File: config.mk
export PLATFORM = sky130hd
export DESIGN_NAME = bcd2bin_seq_flat
export DESIGN_NICKNAME = d
export VERILOG_FILES = /design/src/rtl/bcd_pkg.sv /design/src/rtl/bcd2bin_seq_if.sv /design/src/rtl/bcd_digit_adjust.sv /design/src/rtl/bcd2bin_seq.sv /design/src/flat_wrapper.sv
export SDC_FILE = /design/constraint.sdc
export NUM_CORES = 1
export LEC_CHECK = 0
export ABC_AREA = 0
export ABC_CLOCK_PERIOD_IN_PS = 1100
export CAP_MARGIN = 20
export CORE_MARGIN = 3
export CORE_UTILIZATION = 45
export DETAILED_ROUTE_END_ITERATION = 8
export GPL_TIMING_DRIVEN = 0
export PLACE_DENSITY = 0.82
export SYNTH_ARGS = -nofsm -noshare
export SYNTH_HDL_FRONTEND = slang
export SYNTH_SLANG_ARGS = --single-unit
File: constraint.sdc
create_clock -name clock -period 1.1 [get_ports clock]
set_input_delay 0.165 -clock clock [delete_from_list [all_inputs] [get_ports clock]]
set_output_delay 0.165 -clock clock [all_outputs]
set_load 0.02 [all_outputs]
File: src/rtl/bcd_pkg.sv
// Shared constants, state encoding and helpers for the BCD-to-binary converter.
// Optional feature macro used by the converter: BCD2BIN_RANGE_CHECK_EN.
package bcd_pkg;

    localparam int unsigned BCD_DIGIT_W    = 4;
    localparam int unsigned BCD_MAX_DIGIT  = 9;
    localparam int unsigned BCD_ADJ_THRESH = 8;
    localparam int unsigned BCD_ADJ_VAL    = 3;

    localparam logic ST_IDLE  = 1'b0;
    localparam logic ST_SHIFT = 1'b1;

    typedef enum logic {
        S_IDLE  = ST_IDLE,
        S_SHIFT = ST_SHIFT
    } state_e;

    // True when an n-bit result can hold every value of a digits-wide BCD input.
    function automatic bit result_fits(int unsigned n, int unsigned digits);
        longint unsigned p;
        p = 64'd1;
        for (int unsigned i = 0; i < digits; i++) begin
            p = p * 64'd10;
        end
        if (n >= 64) begin
            return 1'b1;
        end
        return (64'd1 << n) >= p;
    endfunction

    // A BCD digit above 9 is not a decimal digit.
    function automatic logic digit_invalid(logic [BCD_DIGIT_W-1:0] d);
        return d > BCD_DIGIT_W'(BCD_MAX_DIGIT);
    endfunction

endpackage

File: src/rtl/bcd2bin_seq_if.sv
// Start/busy/done handshake plus data for the BCD-to-binary converter.
interface bcd2bin_seq_if
    import bcd_pkg::*;
#(
    parameter int unsigned DIGITS = 3,
    parameter int unsigned N      = 10
);

    logic                          start;
    logic [BCD_DIGIT_W*DIGITS-1:0] bcd_in;
    logic                          busy;
    logic                          done;
    logic [N-1:0]                  binary;
    logic                          err;

    modport master (
        output start, bcd_in,
        input  busy, done, binary, err
    );

    modport slave (
        input  start, bcd_in,
        output busy, done, binary, err
    );

endinterface

File: src/rtl/bcd_digit_adjust.sv
// Reverse double-dabble digit correction: x >= 8 ? x - 3 : x (4-bit, no borrow out).
module bcd_digit_adjust
    import bcd_pkg::*;
(
    input  logic [BCD_DIGIT_W-1:0] din,
    output logic [BCD_DIGIT_W-1:0] dout_c
);

    // Subtract 3 from digits that reached 8 or more after the shift.
    always_comb begin
        dout_c = din;
        if (din >= BCD_DIGIT_W'(BCD_ADJ_THRESH)) begin
            dout_c = din - BCD_DIGIT_W'(BCD_ADJ_VAL);
        end
    end

endmodule

File: src/rtl/bcd2bin_seq.sv
// Sequential BCD-to-binary converter, one bit per clock (reverse double-dabble).
// Optional invalid-digit check enabled by defining BCD2BIN_RANGE_CHECK_EN.
module bcd2bin_seq
    import bcd_pkg::*;
#(
    parameter int unsigned DIGITS = 3,
    parameter int unsigned N      = 10
)(
    input logic          clock,
    input logic          reset,
    bcd2bin_seq_if.slave bus
);

    localparam int unsigned BCD_W = BCD_DIGIT_W * DIGITS;
    localparam int unsigned SR_W  = BCD_W + N;
    localparam int unsigned CNT_W = $clog2(N + 1);

    if (!result_fits(N, DIGITS)) begin : g_width_check
        $error("bcd2bin_seq: N too small to hold 10**DIGITS-1");
    end

    state_e             state_q, state_d;
    logic [SR_W-1:0]    sr_q, sr_d;
    logic [SR_W-1:0]    sr_shift_c;
    logic [BCD_W-1:0]   digits_adj_c;
    logic [CNT_W-1:0]   cnt_q, cnt_d;
    logic               busy_q, busy_d;
    logic               done_q, done_d;
    logic [N-1:0]       binary_q, binary_d;

    assign sr_shift_c = sr_q >> 1;

    for (genvar i = 0; i < DIGITS; i++) begin : g_adj
        bcd_digit_adjust u_adj (
            .din    (sr_shift_c[N + BCD_DIGIT_W*i +: BCD_DIGIT_W]),
            .dout_c (digits_adj_c[BCD_DIGIT_W*i +: BCD_DIGIT_W])
        );
    end

`ifdef BCD2BIN_RANGE_CHECK_EN
    logic in_bad_c;
    logic err_pend_q, err_pend_d;
    logic err_q, err_d;

    // Any input digit above 9 marks the conversion as invalid.
    always_comb begin
        in_bad_c = 1'b0;
        for (int unsigned i = 0; i < DIGITS; i++) begin
            in_bad_c |= digit_invalid(bus.bcd_in[BCD_DIGIT_W*i +: BCD_DIGIT_W]);
        end
    end
`endif

    // Next-state, datapath and output logic.
    always_comb begin
        state_d  = state_q;
        sr_d     = sr_q;
        cnt_d    = cnt_q;
        busy_d   = busy_q;
        done_d   = 1'b0;
        binary_d = binary_q;
`ifdef BCD2BIN_RANGE_CHECK_EN
        err_pend_d = err_pend_q;
        err_d      = err_q;
`endif
        case (state_q)
            S_IDLE: begin
                if (bus.start) begin
                    sr_d    = {bus.bcd_in, {N{1'b0}}};
                    cnt_d   = CNT_W'(N);
                    busy_d  = 1'b1;
                    state_d = S_SHIFT;
`ifdef BCD2BIN_RANGE_CHECK_EN
                    err_pend_d = in_bad_c;
`endif
                end
            end
            S_SHIFT: begin
                sr_d  = {digits_adj_c, sr_shift_c[N-1:0]};
                cnt_d = cnt_q - CNT_W'(1);
                if (cnt_q == CNT_W'(1)) begin
                    binary_d = sr_shift_c[N-1:0];
`ifdef BCD2BIN_RANGE_CHECK_EN
                    if (err_pend_q) begin
                        binary_d = '0;
                    end
                    err_d = err_pend_q;
`endif
                    done_d  = 1'b1;
                    busy_d  = 1'b0;
                    state_d = S_IDLE;
                end
            end
            default: state_d = S_IDLE;
        endcase
    end

    // State and output registers with synchronous reset.
    always_ff @(posedge clock) begin
        if (reset) begin
            state_q  <= S_IDLE;
            sr_q     <= '0;
            cnt_q    <= '0;
            busy_q   <= 1'b0;
            done_q   <= 1'b0;
            binary_q <= '0;
`ifdef BCD2BIN_RANGE_CHECK_EN
            err_pend_q <= 1'b0;
            err_q      <= 1'b0;
`endif
        end else begin
            state_q  <= state_d;
            sr_q     <= sr_d;
            cnt_q    <= cnt_d;
            busy_q   <= busy_d;
            done_q   <= done_d;
            binary_q <= binary_d;
`ifdef BCD2BIN_RANGE_CHECK_EN
            err_pend_q <= err_pend_d;
            err_q      <= err_d;
`endif
        end
    end

    assign bus.busy   = busy_q;
    assign bus.done   = done_q;
    assign bus.binary = binary_q;
`ifdef BCD2BIN_RANGE_CHECK_EN
    assign bus.err    = err_q;
`else
    assign bus.err    = 1'b0;
`endif

endmodule
File: src/flat_wrapper.sv
// flat-port wrapper written by rule: the top's interface ports become plain ports
module bcd2bin_seq_flat import bcd_pkg::*;
#(
    parameter int unsigned DIGITS = 3,
    parameter int unsigned N      = 10
)
  (clock, reset, bus_start, bus_bcd_in, bus_busy, bus_done, bus_binary, bus_err);
  bcd2bin_seq_if #(.DIGITS(DIGITS), .N(N)) bus_i ();
  input logic clock;
  input logic reset;
  input wire logic [$bits(bus_i.start)-1:0] bus_start;
  input wire logic [$bits(bus_i.bcd_in)-1:0] bus_bcd_in;
  output wire logic [$bits(bus_i.busy)-1:0] bus_busy;
  output wire logic [$bits(bus_i.done)-1:0] bus_done;
  output wire logic [$bits(bus_i.binary)-1:0] bus_binary;
  output wire logic [$bits(bus_i.err)-1:0] bus_err;
  assign bus_i.start = bus_start;
  assign bus_i.bcd_in = bus_bcd_in;
  assign bus_busy = bus_i.busy;
  assign bus_done = bus_i.done;
  assign bus_binary = bus_i.binary;
  assign bus_err = bus_i.err;
  bcd2bin_seq #(.DIGITS(DIGITS), .N(N)) u_core (.clock(clock), .reset(reset), .bus(bus_i));
endmodule
==> flow_metrics.env <==
export IMPL_multiInputGateArea_um2=892.1
export IMPL_post_synth_num_cell_types=31
export IMPL_drive_gt1_share_pct=33.65
export IMPL_ctsHoldBuffers=0
export IMPL_syn_area_um2=1688
export IMPL_routed_wl_um=3769
export IMPL_n_fill_cell=268
export IMPL_reg2reg_slack_ps=-80
export IMPL_htreeDepth=2
export IMPL_cp_arrival_ps=1350
export IMPL_hpwlAfterDp_um=2410
export IMPL_grt_pass1_vias=1246
export IMPL_finalPower_uw=2948
export IMPL_slew_violations=0
export IMPL_drv_cap=0
export IMPL_grt_pass1_wl_um=5858
export IMPL_r2r_end="u_core.bus.binary[4]$_SDFFE_PP0P_"
export IMPL_synth_compound_area_share_pct=18.31
export IMPL_maxSlewHeadroom_pct=66.00
export IMPL_hold_class="input pin to flip-flop"
export IMPL_skew_ps=9.169
export IMPL_ys_warn_count=0
export IMPL_post_drt_wl_per_cell_um=14.67
export IMPL_required_ps=1270
export IMPL_dieArea_um2=4522
export IMPL_hold_viol_final=0
export IMPL_core_um2=3468
export IMPL_reg2reg_depth=4
export IMPL_drtIter0Drc=81
export IMPL_gp_congestion=0.8023
export IMPL_path_depth=4
export IMPL_grt_max_degree=12
export IMPL_grt_overflow_total=0
export IMPL_io_buffers=25
export IMPL_die_h_um=67.25
export IMPL_vias=1374
export IMPL_die_w_um=67.25
export IMPL_crit_path_max_fanout=10
export IMPL_utilization_pct=66.13
export IMPL_routed_via_density=5.346
export IMPL_setup_violations=13
export IMPL_yosys_area_share_simple_pct=14.83
export IMPL_path_clk_slew_ps=80
export IMPL_cp_slowest_cell="dfxtp_1"
export IMPL_worst_pin_slew_ps=510.0
export IMPL_antenna_found_initial=0
export IMPL_r2r_start="u_core.cnt_q[2]$_SDFFE_PP0P_"
export IMPL_drcViolationCount=0
export IMPL_p_per_area_nw_per_um2=1286
export IMPL_synth_xor_area_share_pct=2.076
export IMPL_failed_checks="negative setup slack"
export IMPL_synth_top_family_by_area="compound AO/OA/AOI/OAI gates"
export IMPL_syn_num_nets=190
export IMPL_cts_tree="built"
export IMPL_fp_row_count=21
export IMPL_async_flop_share_pct=0
export IMPL_synthFlopType="dfxtp_1"
export IMPL_cts_made_buffers=5
export IMPL_crit_path_start_kind="flip-flop"
export IMPL_timing_final_ws_setup_ps=-79.45
export IMPL_synth_mux_area_fraction_pct=7.339
export IMPL_crit_path_end_kind="flip-flop"
export IMPL_rsz0062_at_grt="yes"
export IMPL_max_clock_path_buffers=2
export IMPL_vdd_drop_max_mv=0.9012
export IMPL_stdcell_area_um2=2293
export IMPL_syn_area_per_cell_um2=9.987
export IMPL_status="finished, violations left"
export IMPL_cp_slowest_stage_delay_ps=370
export IMPL_nNetsFinal=231
export IMPL_p_leak_uw=0.0008885
export IMPL_clock_latency_ps=290
export IMPL_ant_nets=0
export IMPL_syn2layout_area_growth_pct=35.88
export IMPL_synth_edff_count=0
export IMPL_placed_cell_area_um2=2014
export IMPL_grtUsageTotal_pct=17.09
export IMPL_cp_top_family="flip-flops"
export IMPL_start_util_pct=48.67
export IMPL_crit_chain="nor2_2 -> a31oi_2 -> buf_6 -> a22o_1"
export IMPL_root_buffer="clkbuf_8"
export IMPL_cts_sinks=38
export IMPL_num_antenna_cells=0
export IMPL_timing_fmax_mhz=847.9
export IMPL_fin_crit_sh_pct=107.2
export IMPL_seqCellArea_um2=783.3
export IMPL_synth_cells=169
export IMPL_setup_worst_path_class="flip-flop to flip-flop"
export IMPL_crit_buf_inv=1
export IMPL_pre_cts_slack_ps=-490.7
export IMPL_whs_path_depth=2
export IMPL_crit_end="u_core.bus.binary[4]$_SDFFE_PP0P_"
export IMPL_synth_fa_ha_area_share_pct=4.448
export IMPL_crit_start="u_core.cnt_q[2]$_SDFFE_PP0P_"
export IMPL_synth_seq_area_share_pct=45.07
export IMPL_period_minus_slack_ps=1179
export IMPL_ys_seq_elements=38
export IMPL_ios=28
export IMPL_first_pass_iters=4
==> stage by stage <==
stage / hold slack (ps) / instances / setup TNS (ps)
5_1_grt: 113.9 / 257 / -1513
2_1_floorplan: 360.3 / 169 / -140.3
3_5_place_dp: 422.4 / 240 / -8977
3_3_place_gp: 417.5 / 240 / -8463
6_report: 110.9 / 257 / -689.6
4_1_cts: 114.6 / 252 / -389.7
==> power breakdown <==
part           internal, µW  switching [µW]  total [µW]
combinational           259             220         479
clock                   505             458         963
sequential             1430            71.3        1510
total                  2200             750        2950
==> per-layer routing <==
| layer | share of wire, % | vias up | global-route usage (%) |
|---|---|---|---|
| met2 | 51 | 32 | 29.08 |
| met1 | 44 | 662 | 21.31 |
| met5 | 0 | - | 0 |
| met4 | 1.5 | 0 | 5.316 |
| li1 | - | 673 | - |
| met3 | 4.1 | 7 | 3.993 |
==> synth_stat cells, drive strengths merged, types with 3 or more instances <==
cell type	count	area share, %
a211oi	13	5.8
a21oi	13	3.9
a22o	10	5.2
buf	12	5.9
dfxtp	38	45
ha	6	4.4
inv	6	1.3
mux2	3	2.0
mux2i	9	5.3
nor2	17	3.9
nor2b	9	3.3
nor3	3	0.89
nor3b	9	4.0
xnor2	4	2.1
==> area by class of cell <==
class / count / area share, %
repair buffers: 34 / 13.91
clock buffers: 7 / 3.764
multi-input cells: 111 / 38.90
clock inverters: 1 / 0.2182
flip-flops and latches: 38 / 34.15
plain buffers: 14 / 5.565
inverters: 6 / 0.9820
well taps: 46 / 2.510
==> how the worst min path moves through the flow <==
| stage | start | endpoint | slack (ps) |
|---|---|---|---|
| 3_3_place_gp | reset | u_core.sr_q[12]$_SDFFE_PP0P_ | 420 |
| 3_5_place_dp | reset | u_core.cnt_q[1]$_SDFFE_PP0P_ | 420 |
| 2_1_floorplan | bus_bcd_in[11] | u_core.sr_q[21]$_SDFFE_PP0P_ | 360 |
| 5_1_grt | reset | u_core.sr_q[12]$_SDFFE_PP0P_ | 110 |
| 4_1_cts | reset | u_core.sr_q[12]$_SDFFE_PP0P_ | 110 |
| 6_report | reset | u_core.sr_q[12]$_SDFFE_PP0P_ | 110 |
==> kinds of logic (layout without fill, tap and decap cells) <==
kind of cell,count (synthesis),count (layout)
and+or+nand+nor,45,45
AOI/OAI and AO/OA,43,43
DFF,38,38
buffers and inverters,20,62
muxes,12,12
adders and majority gates,6,6
xor gates and xnor gates,4,4
other,1,1
==> flip-flops by register name, indices dropped and copies added (netlist names) <==
| register | flops |
|---|---|
| u_core.sr_q | 21 |
| u_core.bus.done | 1 |
| u_core.bus.binary | 10 |
| u_core.cnt_q | 4 |
| u_core.state_q | 1 |
| u_core.bus.busy | 1 |
==> timing repair <==
| item | in CTS | in global routing |
|---|---|---|
| endpoints found under the setup margin | 42 | 38 |
| resized for setup | 38 | 33 |
| cloned | 0 | 2 |
| setup buffers | 4 | 3 |
| pin swaps | 2 | 8 |
==> cell usage in the layout (no fill, tap or decap), types with 4 or more instances in the layout <==
| cell type | n |
|---|---|
| buf_4 | 10 |
| clkdlybuf4s50_1 | 12 |
| clkbuf_8 | 6 |
| buf_6 | 5 |
| nor2b_1 | 9 |
| mux2i_1 | 9 |
| dfxtp_1 | 30 |
| nor2_1 | 16 |
| a21oi_1 | 11 |
| a211oi_1 | 9 |
| clkbuf_2 | 8 |
| a211oi_2 | 4 |
| nor3b_1 | 4 |
| dfxtp_4 | 5 |
| xnor2_1 | 4 |
| nor3b_2 | 5 |
| a22o_1 | 10 |
Note: power is estimated with default switching activity, not from simulation.
